### src/rtl/core_pkg.sv
// Shared encodings for the fetch unit and later pipeline stages:
// next-PC selectors, branch funct3 codes and fetch FSM states.
package core_pkg;

    localparam logic [1:0] NS_SEQ    = 2'd0;
    localparam logic [1:0] NS_BRANCH = 2'd1;
    localparam logic [1:0] NS_JAL    = 2'd2;
    localparam logic [1:0] NS_JALR   = 2'd3;

    localparam logic [2:0] F3_BEQ  = 3'b000;
    localparam logic [2:0] F3_BNE  = 3'b001;
    localparam logic [2:0] F3_BLT  = 3'b100;
    localparam logic [2:0] F3_BGE  = 3'b101;
    localparam logic [2:0] F3_BLTU = 3'b110;
    localparam logic [2:0] F3_BGEU = 3'b111;

    localparam logic [1:0] ST_IDLE  = 2'd0;
    localparam logic [1:0] ST_FETCH = 2'd1;
    localparam logic [1:0] ST_EXEC  = 2'd2;
    localparam logic [1:0] ST_HALT  = 2'd3;

endpackage

### src/rtl/branch_cond.sv
// Combinational branch resolver: funct3 plus ALU flags -> taken.
// The 010/011 encodings are not branches and never resolve taken.
module branch_cond
    import core_pkg::*;
(
    input  logic [2:0] br_funct3,
    input  logic       zero,
    input  logic       lt,
    input  logic       ltu,
    output logic       taken
);

    always_comb begin
        taken = 1'b0;
        case (br_funct3)
            F3_BEQ:  taken = zero;
            F3_BNE:  taken = ~zero;
            F3_BLT:  taken = lt;
            F3_BGE:  taken = ~lt;
            F3_BLTU: taken = ltu;
            F3_BGEU: taken = ~ltu;
            default: taken = 1'b0;
        endcase
    end

endmodule

### src/rtl/pc_fetch_unit.sv
// Multi-cycle PC / instruction-fetch sequencer (IDLE, FETCH, EXEC, HALT).
// Optional PC_TRACE_EN adds simulation-only retire/halt trace output.
module pc_fetch_unit
    import core_pkg::*;
#(
    parameter int              XLEN         = 32,
    parameter logic [XLEN-1:0] RESET_VECTOR = '0,
    parameter int              IALIGN       = 4
) (
    input  logic            clk,
    input  logic            rst_n,
    output logic            imem_req,
    output logic [XLEN-1:0] imem_addr,
    input  logic            imem_gnt,
    input  logic [31:0]     imem_rdata,
    output logic [XLEN-1:0] pc,
    output logic [XLEN-1:0] pc_plus4,
    output logic [31:0]     instr,
    output logic            instr_valid,
    input  logic            retire,
    input  logic            stall,
    input  logic [1:0]      next_sel,
    input  logic [2:0]      br_funct3,
    input  logic            zero,
    input  logic            lt,
    input  logic            ltu,
    input  logic [XLEN-1:0] imm,
    input  logic [XLEN-1:0] rs1,
    output logic            misalign,
    output logic [XLEN-1:0] instret,
    output logic [1:0]      state_dbg
);

    // Handshakes: a fetch completes in any cycle where imem_req && imem_gnt
    // (rdata sampled that cycle); an instruction completes in any cycle where
    // instr_valid && retire && !stall. Outside those states gnt/retire are ignored.
    logic [1:0]      state;
    logic            taken;
    logic            accept;
    logic            misaligned;
    logic [XLEN-1:0] pc_imm;
    logic [XLEN-1:0] jalr_sum;
    logic [XLEN-1:0] target;

    branch_cond u_branch_cond (
        .br_funct3 (br_funct3),
        .zero      (zero),
        .lt        (lt),
        .ltu       (ltu),
        .taken     (taken)
    );

    assign pc_plus4    = pc + XLEN'(4);
    assign pc_imm      = pc + imm;
    assign jalr_sum    = rs1 + imm;
    assign imem_addr   = pc;
    assign imem_req    = (state == ST_FETCH);
    assign instr_valid = (state == ST_EXEC);
    assign state_dbg   = state;
    assign accept      = (state == ST_EXEC) && retire && !stall;

    always_comb begin
        target = pc_plus4;
        case (next_sel)
            NS_SEQ:    target = pc_plus4;
            NS_BRANCH: target = taken ? pc_imm : pc_plus4;
            NS_JAL:    target = pc_imm;
            NS_JALR:   target = {jalr_sum[XLEN-1:1], 1'b0};
            default:   target = pc_plus4;
        endcase
    end

    // IALIGN=2 only needs halfword alignment; anything else is treated as 4.
    assign misaligned = (IALIGN == 2) ? target[0] : (target[1:0] != 2'b00);

    always_ff @(posedge clk or negedge rst_n) begin
        if (!rst_n) begin
            state    <= ST_IDLE;
            pc       <= RESET_VECTOR;
            instr    <= '0;
            instret  <= '0;
            misalign <= 1'b0;
        end else begin
            case (state)
                ST_IDLE: state <= ST_FETCH;
                ST_FETCH: begin
                    if (imem_gnt) begin
                        instr <= imem_rdata;
                        state <= ST_EXEC;
                    end
                end
                ST_EXEC: begin
                    if (accept) begin
                        if (misaligned) begin
                            misalign <= 1'b1;
                            state    <= ST_HALT;
                        end else begin
                            pc      <= target;
                            instret <= instret + XLEN'(1);
                            state   <= ST_FETCH;
                        end
                    end
                end
                default: state <= ST_HALT;
            endcase
        end
    end

`ifdef PC_TRACE_EN
    always @(posedge clk) begin
        if (rst_n && accept) begin
            $display("%0t pc=%h instr=%h next_sel=%0d target=%h instret=%0d",
                     $time, pc, instr, next_sel, target, instret);
            if (misaligned)
                $display("%0t HALT: misaligned target %h at pc=%h", $time, target, pc);
        end
    end
`endif

endmodule

### config.mk
export PLATFORM = sky130hd
export DESIGN_NAME = pc_fetch_unit
export DESIGN_NICKNAME = d
export VERILOG_FILES = /design/src/rtl/core_pkg.sv /design/src/rtl/branch_cond.sv /design/src/rtl/pc_fetch_unit.sv
export SDC_FILE = /design/constraint.sdc
export NUM_CORES = 1
export LEC_CHECK = 0
export BUFFER_PORTS_ARGS = -buffer_cell sky130_fd_sc_hd__buf_2
export CAP_MARGIN = 20
export CORE_MARGIN = 1
export CORE_UTILIZATION = 50
export CTS_BUF_LIST = sky130_fd_sc_hd__clkbuf_8
export CTS_CLUSTER_SIZE = 24
export DETAILED_ROUTE_END_ITERATION = 10
export PLACE_DENSITY = 0.87
export SLEW_MARGIN = 20
export SYNTH_ARGS = -nofsm -noshare
export SYNTH_HDL_FRONTEND = slang
export SYNTH_SLANG_ARGS = --single-unit
### constraint.sdc
create_clock -name clk -period 3.35 [get_ports clk]
set_clock_uncertainty 0.05 [all_clocks]
set_input_delay 0.8375 -clock clk [delete_from_list [all_inputs] [get_ports clk]]
set_output_delay 0.8375 -clock clk [all_outputs]
set_load 0.01 [all_outputs]
# == Word-level counts from Yosys, hierarchy flattened ==
# Index checks and enable logic that the tools add are counted.
# classes
n_bitwise,4
n_reduce_logical,11
mul,0
n_eq_ne,12
muxes,7
div_mod_pow,0
order_cmp,0
shifts,0
addsub,4
# ops
cell,n
$pmux W32 S4,1
$add A32 B32 Y32,2
$add A32 B1 Y32 const B,1
$add A32 B3 Y32 const B,1
$mux W32,1
$eq A3 B3 Y1 const B,4
$eq A2 B2 Y1 const B,3
$mux W2,3
$pmux W1 S6,1
$pmux W2 S3,1
$reduce_and A3 Y1,2
$eq A2 B1 Y1 const B,2
$logic_not A2 Y1,2
$ne A2 B1 Y1 const B,2
$not A1 Y1,4
$reduce_and A2 Y1,2
$eq A3 B1 Y1 const B,1
$logic_not A3 Y1,1
$logic_and A1 B1 Y1,2
$reduce_bool A2 Y1,1
$logic_not A1 Y1,1
# totals
n_memories,0
ff_bits,99
latch_bits,0
out_inout_bits,165
mem_bits_ro,0
ramBits,0

# == Depth between registers and ports, before layout ==
# Gate-level depths: netlist of run 1.
# depth
ltp_word,8
depth_mapped,12

# == Cells and area by module ==
# From an unflattened synthesis of run 1, not the netlist that was laid out.
# hier_totals
cells_unflattened,990
hier_area_um2,8643.3
# modules_own_cells
module,cells_per_inst,area_each_um2,seq_area_each_um2,n_inst
pc_fetch_unit,985,8603.3,2477.4,1
branch_cond,5,40.0,0.0,1

# == Worst setup path after synthesis of run 1 ==
# No wires, ideal clock.
# synth_path
path_kind,input to register
startpoint,input imm[0]
endpoint,"register pc[28], in the netlist imem_addr[28]"
arrival_ps,3101
path_slack_ps,69
required_time_ps,3170
setup_ps,130
path_stages,12
cell_sequence,ha_1 > inv_1 > fa_1 > nor2b_1 > o31ai_1 > a2111oi_0 > nor4_1 > nor2_1 > a21o_1 > mux2_2 > o21ai_1 > a31oi_1
# synth_between
elab_chain_len,6
elab_cells_between_ends,7
# synth_rtl
item,line_no,text
"start, declared",pc_fetch_unit.sv:27,"input logic [XLEN-1:0] imm,"
$add A32 B32 Y32,pc_fetch_unit.sv:54,assign pc_imm = pc + imm;
$mux W32,pc_fetch_unit.sv:66,NS_BRANCH: target = taken ? pc_imm : pc_plus4;
$pmux W32 S4 *,pc_fetch_unit.sv:64,case (next_sel)
$reduce_bool A2 Y1,pc_fetch_unit.sv:74,assign misaligned = (IALIGN == 2) ? target[0] : (target[1:0] != 2'b00);
$not A1 Y1 (no source line),n/a,
$reduce_and A3 Y1 (no source line),n/a,
"end signal, assigned",pc_fetch_unit.sv:98,pc <= target;
"end, declared",pc_fetch_unit.sv:16,"output logic [XLEN-1:0] pc,"
# Every way passes the cells marked *; elsewhere a longest branch is shown, timed or not.
# A chain may end at the register's enable or synchronous reset.

# == Final worst setup path of run 1 ==
# layout_path
startpoint,"register pc[10], in the netlist imem_addr[10]"
endpoint,output pc_plus4[31]
# layout_between
elab_chain_len,1
# layout_rtl
item,line_no,text
$add A32 B3 Y32,pc_fetch_unit.sv:53,assign pc_plus4 = pc + XLEN'(4);
"end, declared",pc_fetch_unit.sv:17,"output logic [XLEN-1:0] pc_plus4,"
# Every way passes these cells.

==> results.md, run 1 <==
Placed design:
- Input and output buffers added on the ports amount to 273.
- The half-perimeter wire length of the detailed placement result is about 22,000 um.
- The placed instances occupy a cell area of 0.0107 mm2.
- The global placement routability congestion is 1.01.

Setup path:
- On the worst path, the slowest cell contributes a delay of around 0.51 ns.
- The slowest stage of the critical path is the sky130_fd_sc_hd__dfrtp_1 cell.
- STA classifies the critical path endpoint as an output pin.
- The endpoint required time on the critical path is roughly 2.5 ns.
- The setup path with the least slack is of type reg2out.
- STA classifies the critical path startpoint as a register.
- The endpoint arrival time on the critical path is 2.35 ns.
- Walking the worst path, the cells encountered are nand2_1 -> nor4b_4 -> and2_2 -> nand3_1 -> nor2_1 -> xor2_1 -> buf_2.
- The largest fanout on the critical path is 7.

Timing:
- Measured against its own limit, the worst slew margin works out to 54.2%.
- Static timing analysis puts the maximum clock frequency at just over 0.3 GHz.
- The number of endpoints with negative hold slack in the final report is 0.
- The final-report setup violation count is 0.
- Setup repair after global routing left no endpoint under its margin.
- The count of pins over their slew limit is 0.
- The final critical-path required period is 3.24 ns.
- The slew at the pin closest to its max-slew limit is between 0.6 and 0.7 ns.
- Of the available clock period, the critical path in the final layout requires a little over nine tenths.

Synth:
- The share of synthesized area in the top cell type comes to 28.8%.
- The leading cell type by number of instances after synthesis is sky130_fd_sc_hd__dfrtp_1.
- The sequential fraction of the synthesis area is 28.8%.
- The netlist area before placement is 0.00860 mm2.
- The synthesized net count is 1,198.
- During synthesis, Yosys emitted a total of 0 warnings.
- Synthesis handed over a netlist of 1,024 instances.
- Summed over all instances, the cell type with the most area after synthesis is sky130_fd_sc_hd__dfrtp_1.
- The most used flip-flop cell after synthesis is sky130_fd_sc_hd__dfrtp_1.
- The post-synthesis async set-or-reset flop share is 100%.
- Ranked by instance count, the synthesized netlist is headed by 99 x sky130_fd_sc_hd__dfrtp_1, 85 x sky130_fd_sc_hd__a21oi_1, 84 x sky130_fd_sc_hd__nand2_1.
- In this run, distinct cell masters in the synthesized netlist total 68.
- In this run, synthesis produced a sequential element count of 99.
- After synthesis, the cell types taking the most area are sky130_fd_sc_hd__dfrtp_1 29%, sky130_fd_sc_hd__ha_1 9.2%, sky130_fd_sc_hd__xnor2_1 6.6%.
- Counting flops with a built-in enable in the synthesized netlist gives 0.
- The synthesized area divided by synthesized cell count is 8.40 um2.

Clock network:
- The maximum level of the CTS H-tree is 3.
- Clock tree synthesis selected as its root buffer the cell sky130_fd_sc_hd__clkbuf_8.
- The number of buffers on the longest clock path is 2.
- The clock drives a little under 100 sinks.
- Clock tree synthesis inserted a total of 9 buffers.
- After clock tree synthesis, the clock-pin slew on the worst setup and hold paths is about 0.11 ns.
- Clock latency on the worst-skew pair, taken at its later pin, is 0.38 ns.
- For this design, the CTS-stage hold fixing added 0 buffers.
- The TritonCTS clock tree is built.

Floorplanning:
- The initial core utilization is just over 50%.
- The floorplan step defined a die boundary enclosing 0.0177 mm2.
- The floorplan step set the die width to 133 um.
- Pin placement for this block handled 274 I/O pins.
- In this run the core area contains 47 standard-cell rows.
- In this run the standard cell core region covers 0.0167 mm2.
- In this run the vertical extent of the chip is around 130 um.

Finish:
- The number of antenna diodes in the final layout is 0.
- Of the cells placed in the final design, the portion with a size suffix greater than 1 is 34.1%.
- Compared with the post-synthesis result, the final layout area differs by 27.2%.
- Summing all non-filler instances in the final layout gives an area of 0.0109 mm2.
- The core occupancy in the finished layout is 65.5%.
- In the final design database the tool counted 1,514 nets.

GRT:
- The first global-routing pass estimated 41,900 um of wire.
- The number of antenna violations at the first check in global routing is 0.
- The total congestion overflow is 0.
- The via count of the first global-routing pass is roughly 8.5k.
- Across every metal layer, demand over resource in global routing totals 29.9%.
- Entering global routing, the biggest net connects 58 pins.

Power:
- The worst supply voltage drop on vdd is 0.281 mV.
- Overall power consumption after layout is estimated at 6.08 mW.
- Dividing total power by cell area gives a power density of 556 mW/mm2.
- In this run the static leakage power is around 5.7 nW.

Detailed routing:
- After detailed routing, the number of remaining DRC violations is 0.
- The total vias in the final route is 9,025.
- Using the TritonRoute via totals, the vias-per-cell ratio works out to 5.77.
- In this run, the number of DRC markers left after iteration 0 of detailed routing was 766.
- In the final routed layout, each cell accounts on average for 17.4 um.
- For this block, the routed nets add up to around 27,000 um of wire.
- The count of nets left with antenna violations after detail routing is 0.
- The number of detailed-routing iterations run before antenna repair is 5.

Worst hold path:
- The worst min-delay path category is reg2reg.

Job:
- The total of max-cap violations is 0.

Outcome:
- The run finished with clean final reports.
repair_timing:
action,in CTS,in global routing
setup endpoints to repair,13,13
gates resized for setup,6,10
pin swaps,0,3
buffers inserted,0,3
cell families after synthesis:
kind of cell,synth area share (%)
AO/OA/AOI/OAI,19.7
adder cells (fa/ha/maj),9.63
XOR/XNOR,10.7
buffers and inverters,6.52
AND/OR/NAND/NOR,19.6
multiplexers,5.05
flip-flops,28.8
power by group:
group          leakage, nW  switching [mW]  internal (mW)  total, mW
logic                 4.30            1.91           1.60       3.51
clock network       0.0936           0.470          0.285      0.754
registers             1.27           0.344           1.47       1.82
total                 5.66            2.73           3.35       6.08
placed cells by master (no fill, tap or decap), types with 10 or more instances in the layout:
cell / netlist / routed
sky130_fd_sc_hd__nor3_1: 14 / 13
sky130_fd_sc_hd__nor2_1: 79 / 78
sky130_fd_sc_hd__xor2_1: 40 / 40
sky130_fd_sc_hd__a31oi_1: 19 / 19
sky130_fd_sc_hd__nand2b_1: 11 / 11
sky130_fd_sc_hd__o21ai_0: 46 / 46
sky130_fd_sc_hd__buf_2: 7 / 272
sky130_fd_sc_hd__dfrtp_1: 99 / 96
sky130_fd_sc_hd__and3_1: 19 / 19
sky130_fd_sc_hd__ha_1: 63 / 63
sky130_fd_sc_hd__xnor2_1: 65 / 62
sky130_fd_sc_hd__nand3_1: 53 / 53
sky130_fd_sc_hd__buf_4: 35 / 110
sky130_fd_sc_hd__nand2_1: 84 / 84
sky130_fd_sc_hd__nand4_1: 23 / 23
sky130_fd_sc_hd__a21o_1: 28 / 28
sky130_fd_sc_hd__inv_1: 32 / 32
sky130_fd_sc_hd__mux2_2: 35 / 35
sky130_fd_sc_hd__nor2b_1: 10 / 10
sky130_fd_sc_hd__a21oi_1: 85 / 85
state kept, by name (all words and copies together) (netlist names):
name,count
instret,32
instr,32
imem_addr,32
misalign,1
state_dbg,2
layer usage:
metal / global-route usage, % / routed length [um] / up-vias
met5: 0 / 0 / -
met4: 11.2 / 796 / 0
met3: 5.06 / 2260 / 62
met2: 50.3 / 12900 / 447
met1: 38.6 / 11300 / 4216
li1: - / - / 4300
path summary, 6_finish.rpt:
| path | from | endpoint | slack (ns) | depth (start not counted) |
|---|---|---|---|---|
| setup / recovery | imem_addr[10]$_DFFE_PN0P_ | pc_plus4[31] | 0.11 | 7 |
| hold / removal | misalign$_DFFE_PN0P_ | misalign$_DFFE_PN0P_ | 0.42 | 1 |
| setup reg to reg | imem_addr[1]$_DFFE_PN0P_ | imem_addr[24]$_DFFE_PN0P_ | 0.21 | 12 |
| hold reg to reg | misalign$_DFFE_PN0P_ | misalign$_DFFE_PN0P_ | 0.42 | 1 |
| max in group asynchronous | rst_n | instr[3]$_DFFE_PN0P_ | 2.11 | 2 |
| min in group asynchronous | rst_n | instret[11]$_DFFE_PN0P_ | 0.43 | 1 |
critical path: cells and delay by family, from the launching register on:
kind / cells / cell delay, ns
buffers and inverters: 1 / 0.16
and+or+nand+nor: 5 / 1.08
xor gates and xnor gates: 1 / 0.20
DFF: 1 / 0.51
through the flow:
| stage | setup WS [ns] | instances | hold WS (ns) | setup TNS, ns |
|---|---|---|---|---|
| 2_1_floorplan | 0.0691 | 1024 | 0.443 | 0 |
| 3_3_place_gp | -0.312 | 1546 | 0.385 | -1.28 |
| 3_5_place_dp | -0.378 | 1546 | 0.407 | -1.64 |
| 4_1_cts | 0.0211 | 1562 | 0.428 | 0 |
| 5_1_grt | 0.00268 | 1565 | 0.452 | 0 |
| 6_report | 0.114 | 1565 | 0.423 | 0 |
layout make-up:
class / count / area [um2]
clock inverters: 7 / 61.3
well taps: 220 / 275
flip-flops and latches: 99 / 2480
fillers: 1407 / 5760
multi-input cells: 813 / 5630
clock buffers: 9 / 124
inverters: 32 / 120
repair buffers: 385 / 2250
(Power assumes the default switching activity.)
==> run 2: changes to the inputs <==
--- a/config.mk
+++ b/config.mk
@@ -7,6 +7,7 @@
 export LEC_CHECK = 0
 export BUFFER_PORTS_ARGS = -buffer_cell sky130_fd_sc_hd__buf_2
 export CAP_MARGIN = 20
+export CORE_ASPECT_RATIO = 1.4
 export CORE_MARGIN = 1
 export CORE_UTILIZATION = 50
 export CTS_BUF_LIST = sky130_fd_sc_hd__clkbuf_8
==> results.md, run 2 (same netlist as run 1, synthesis figures left out) <==
Clock network:
- The CTS buffer count is 9 (unchanged).
- The maximum level of the CTS H-tree is 3 (unchanged).
- The insertion delay to the later sink of the worst-skew pair is 0.36 ns (-0.02 ns).
- The number of sinks on the clock net is 99 (unchanged).
- The clock-pin slew on the worst setup and hold paths was 0.11 ns (about the same).
- The TritonCTS clock tree is built.
- The number of buffers on the longest clock path came to 2 (unchanged).
- The tree is rooted in a sky130_fd_sc_hd__clkbuf_8.
- The hold buffer count at cts was 0 (unchanged).

Timing:
- The fraction of the cycle the final worst path needs is 98.1% (+1.5 points).
- The tightest hold margin is 0.398 ns (-0.0254 ns).
- The headroom to the max-slew limit is 55.2% (+1.0 points).
- The upper clock frequency limit is 0.304 GHz (-1.6%).
- The slew at the pin closest to its max-slew limit is 0.667 ns (-0.0208 ns).
- The number of endpoints with negative hold slack in the final report is 0 (unchanged).
- The sum of negative setup slack is 0 ns (unchanged).
- The post-route worst setup slack was 0.0620 ns (-0.0519 ns).
- The final-report setup violation count is 0 (unchanged).
- The final critical-path required period came to 3.29 ns (+0.0519 ns).
- The count of pins over their slew limit was 0 (unchanged).

Floorplanning:
- The initial core utilization is 51.1% (-0.35 points).
- The total I/O pin count is 274 (unchanged).
- The row count is 56 (+19%).
- The horizontal die dimension came to 113 um (-15%).
- The overall die area was 0.0177 mm2 (about the same).
- The height of the chip is 157 um (+18%).
- The area of the core is 0.0168 mm2 (+0.69%).

Setup path:
- Traced cell by cell, the critical path runs through ha_4 -> nand4_1 -> nor3_2 -> buf_4 -> and2_4 -> nand4_1 -> xnor2_2 -> buf_2.
- The startpoint identified for the worst register-to-register timing path is imem_addr[0]$_DFFE_PN0P_.
- The worst register-to-register path ends at imem_addr[28]$_DFFE_PN0P_.
- The largest fanout on the critical path is 6 (-1).
- The critical setup path kind is reg2out.
- The number of buffers and inverters on the critical path is 2 (+1).
- The count of cells along the worst register-to-register path is 13 (+1).
- The endpoint required time on the critical path is 2.46 ns (about the same).
- The most common cell type on the critical path is sky130_fd_sc_hd__nand4_1.
- The worst stage delay on the critical path is 0.47 ns (-0.04 ns).
- The worst reg-to-reg setup slack is 0.23 ns (+0.02 ns).
- Broken down by cell family, the worst path's largest delay share belongs to simple AND/OR/NAND/NOR gates.
- The standard cell with the maximum stage delay on the critical path is sky130_fd_sc_hd__dfrtp_2.
- STA classifies the critical path endpoint as an output pin.
- The endpoint arrival time on the critical path was 2.40 ns (+0.05 ns).
- STA classifies the critical path startpoint as a register.

Placed design:
- The global placement routability congestion is 0.984 (-2.5%).
- The worst slack at placement came to -0.331 ns (+0.0475 ns).
- The quantity of I/O buffers inserted on ports is 273 (unchanged).
- The half-perimeter wire length of the detailed placement result was 21,600 um (-0.82%).
- The number of instances in the placed design was 1,511 (-2.3%).

GRT:
- The global-route wire length before repair is 42,400 um (+1.1%).
- The maximum number of pins on one net before global-route repair is 63 (+8.6%).
- The via count of the first global-routing pass came to 8,888 (+4.7%).
- The combined global-route utilization of all metal layers is 30.3% (+0.37 points).
- The number of antenna violations at the first check in global routing is 0 (unchanged).
- The total congestion overflow is 0 (unchanged).

Finish:
- The number of diodes is 0 (unchanged).
- The storage element area was 0.00248 mm2 (+0.15%).
- The number of cells in the finished layout apart from fillers is 1,531 (-2.2%).
- The layout cell share with drive strength beyond 1 is 33.7% (-0.47 points).
- The layout net count is 1,497 (-1.1%).
- The filler cell count in the final layout is 1,431 (+1.7%).
- The library cells used most frequently in the layout, excluding fill and tap cells, are 272 x sky130_fd_sc_hd__buf_2, 93 x sky130_fd_sc_hd__dfrtp_1, 93 x sky130_fd_sc_hd__buf_4.
- Relative to the synthesized area, the layout overhead comes to 25.7%.
- The footprint of the multi-input gates came to 0.00565 mm2 (+0.36%).
- The most frequent standard cell in the layout excluding fill and tap cells is sky130_fd_sc_hd__buf_2.

Power:
- The cell leakage power is 5.58 nW (-1.4%).
- The clock network fraction of design power came to 12.2% (-0.2 points).
- The power density over cell area came to 560 mW/mm2 (+0.78%).
- The worst supply voltage drop on vdd is 0.215 mV (-24%).
- The part of the total power dissipated in combinational logic came to 57.7% (about the same).
- The sequential cell fraction of total power is 30.1% (+0.2 points).
- The switching power of the nets was 2.71 mW (-0.49%).
- The internal power came to 3.34 mW (-0.32%).
- The fraction of power spent switching nets is 44.8% (about the same).
- The sum of internal, switching and leakage power is 6.05 mW (-0.39%).

Detailed routing:
- The number of detailed-routing iterations run before antenna repair is 5 (unchanged).
- The total vias in the final route is 9,212 (+2.1%).
- The ratio of routed vias to standard cells is 6.02 (+4.3%).
- The DRC violations left is 0 (unchanged).
- The wire length reported by the detailed router was 27,200 um (-0.14%).
- The first-iteration detailed-routing DRC count is 782 (+2.1%).
- The count of nets left with antenna violations after detail routing is 0 (unchanged).
- The detailed-route wire length per cell was 17.8 um (+2.1%).

Worst hold path:
- The worst min-delay path category is in2async.

Outcome:
- The run finished with clean final reports.

Job:
- The total of max-cap violations is 0 (unchanged).
## run 2: metrics by stage
step,instance area (um2),utilization [%]
finish,10800,64.3
global route,10800,64.3
CTS,10700,63.7
floorplan,8600,-
detailed placement,10500,62.5
global placement,10500,62.5
## run 2: worst max-delay path by stage
stage                        startpoint                         to  slack (ns)  depth (start not counted)
5_1_grt        imem_addr[2]$_DFFE_PN0P_               pc_plus4[22]       -0.03                          8
2_1_floorplan                    imm[0]  imem_addr[28]$_DFFE_PN0P_        0.07                         12
3_5_place_dp                     imm[0]  imem_addr[28]$_DFFE_PN0P_       -0.33                         14
6_report       imem_addr[2]$_DFFE_PN0P_               pc_plus4[22]        0.06                          8
3_3_place_gp                     imm[0]  imem_addr[30]$_DFFE_PN0P_       -0.27                         14
4_1_cts        imem_addr[2]$_DFFE_PN0P_               pc_plus4[18]       0.008                          8
## run 2: power groups by stage
stage / clock [mW] / sequential (mW) / combinational [mW]
3_3_place_gp: 0 / 1.81 / 3.30
5_1_grt: 0.799 / 1.86 / 3.80
3_5_place_dp: 0 / 1.83 / 3.37
4_1_cts: 0.761 / 1.81 / 3.39
2_1_floorplan: 0 / 1.90 / 2.09
6_report: 0.737 / 1.82 / 3.49
## run 2: timing repair
action | 4_1_cts | 5_1_grt
buffers inserted | 0 | 4
resized for setup | 7 | 16
endpoints found under the setup margin | 10 | 16
pin swaps | 0 | 3
## run 2: cell type report
| class | count | share of cell area (%) |
|---|---|---|
| multi-input combinational | 813 | 52.3 |
| clock inverter | 7 | 0.544 |
| inverter | 32 | 1.11 |
| tap | 203 | 2.35 |
| clock buffer | 9 | 1.15 |
| timing repair buffer | 368 | 19.6 |
| sequential | 99 | 23.0 |
## run 2: layer usage
metal / vias to the layer above / global-route usage, % / routed length, um
li1: 4282 / - / -
met1: 4373 / 33.8 / 10400
met2: 458 / 54.8 / 13900
met3: 99 / 3.93 / 1710
met4: 0 / 18.4 / 1270
met5: - / 0 / 0
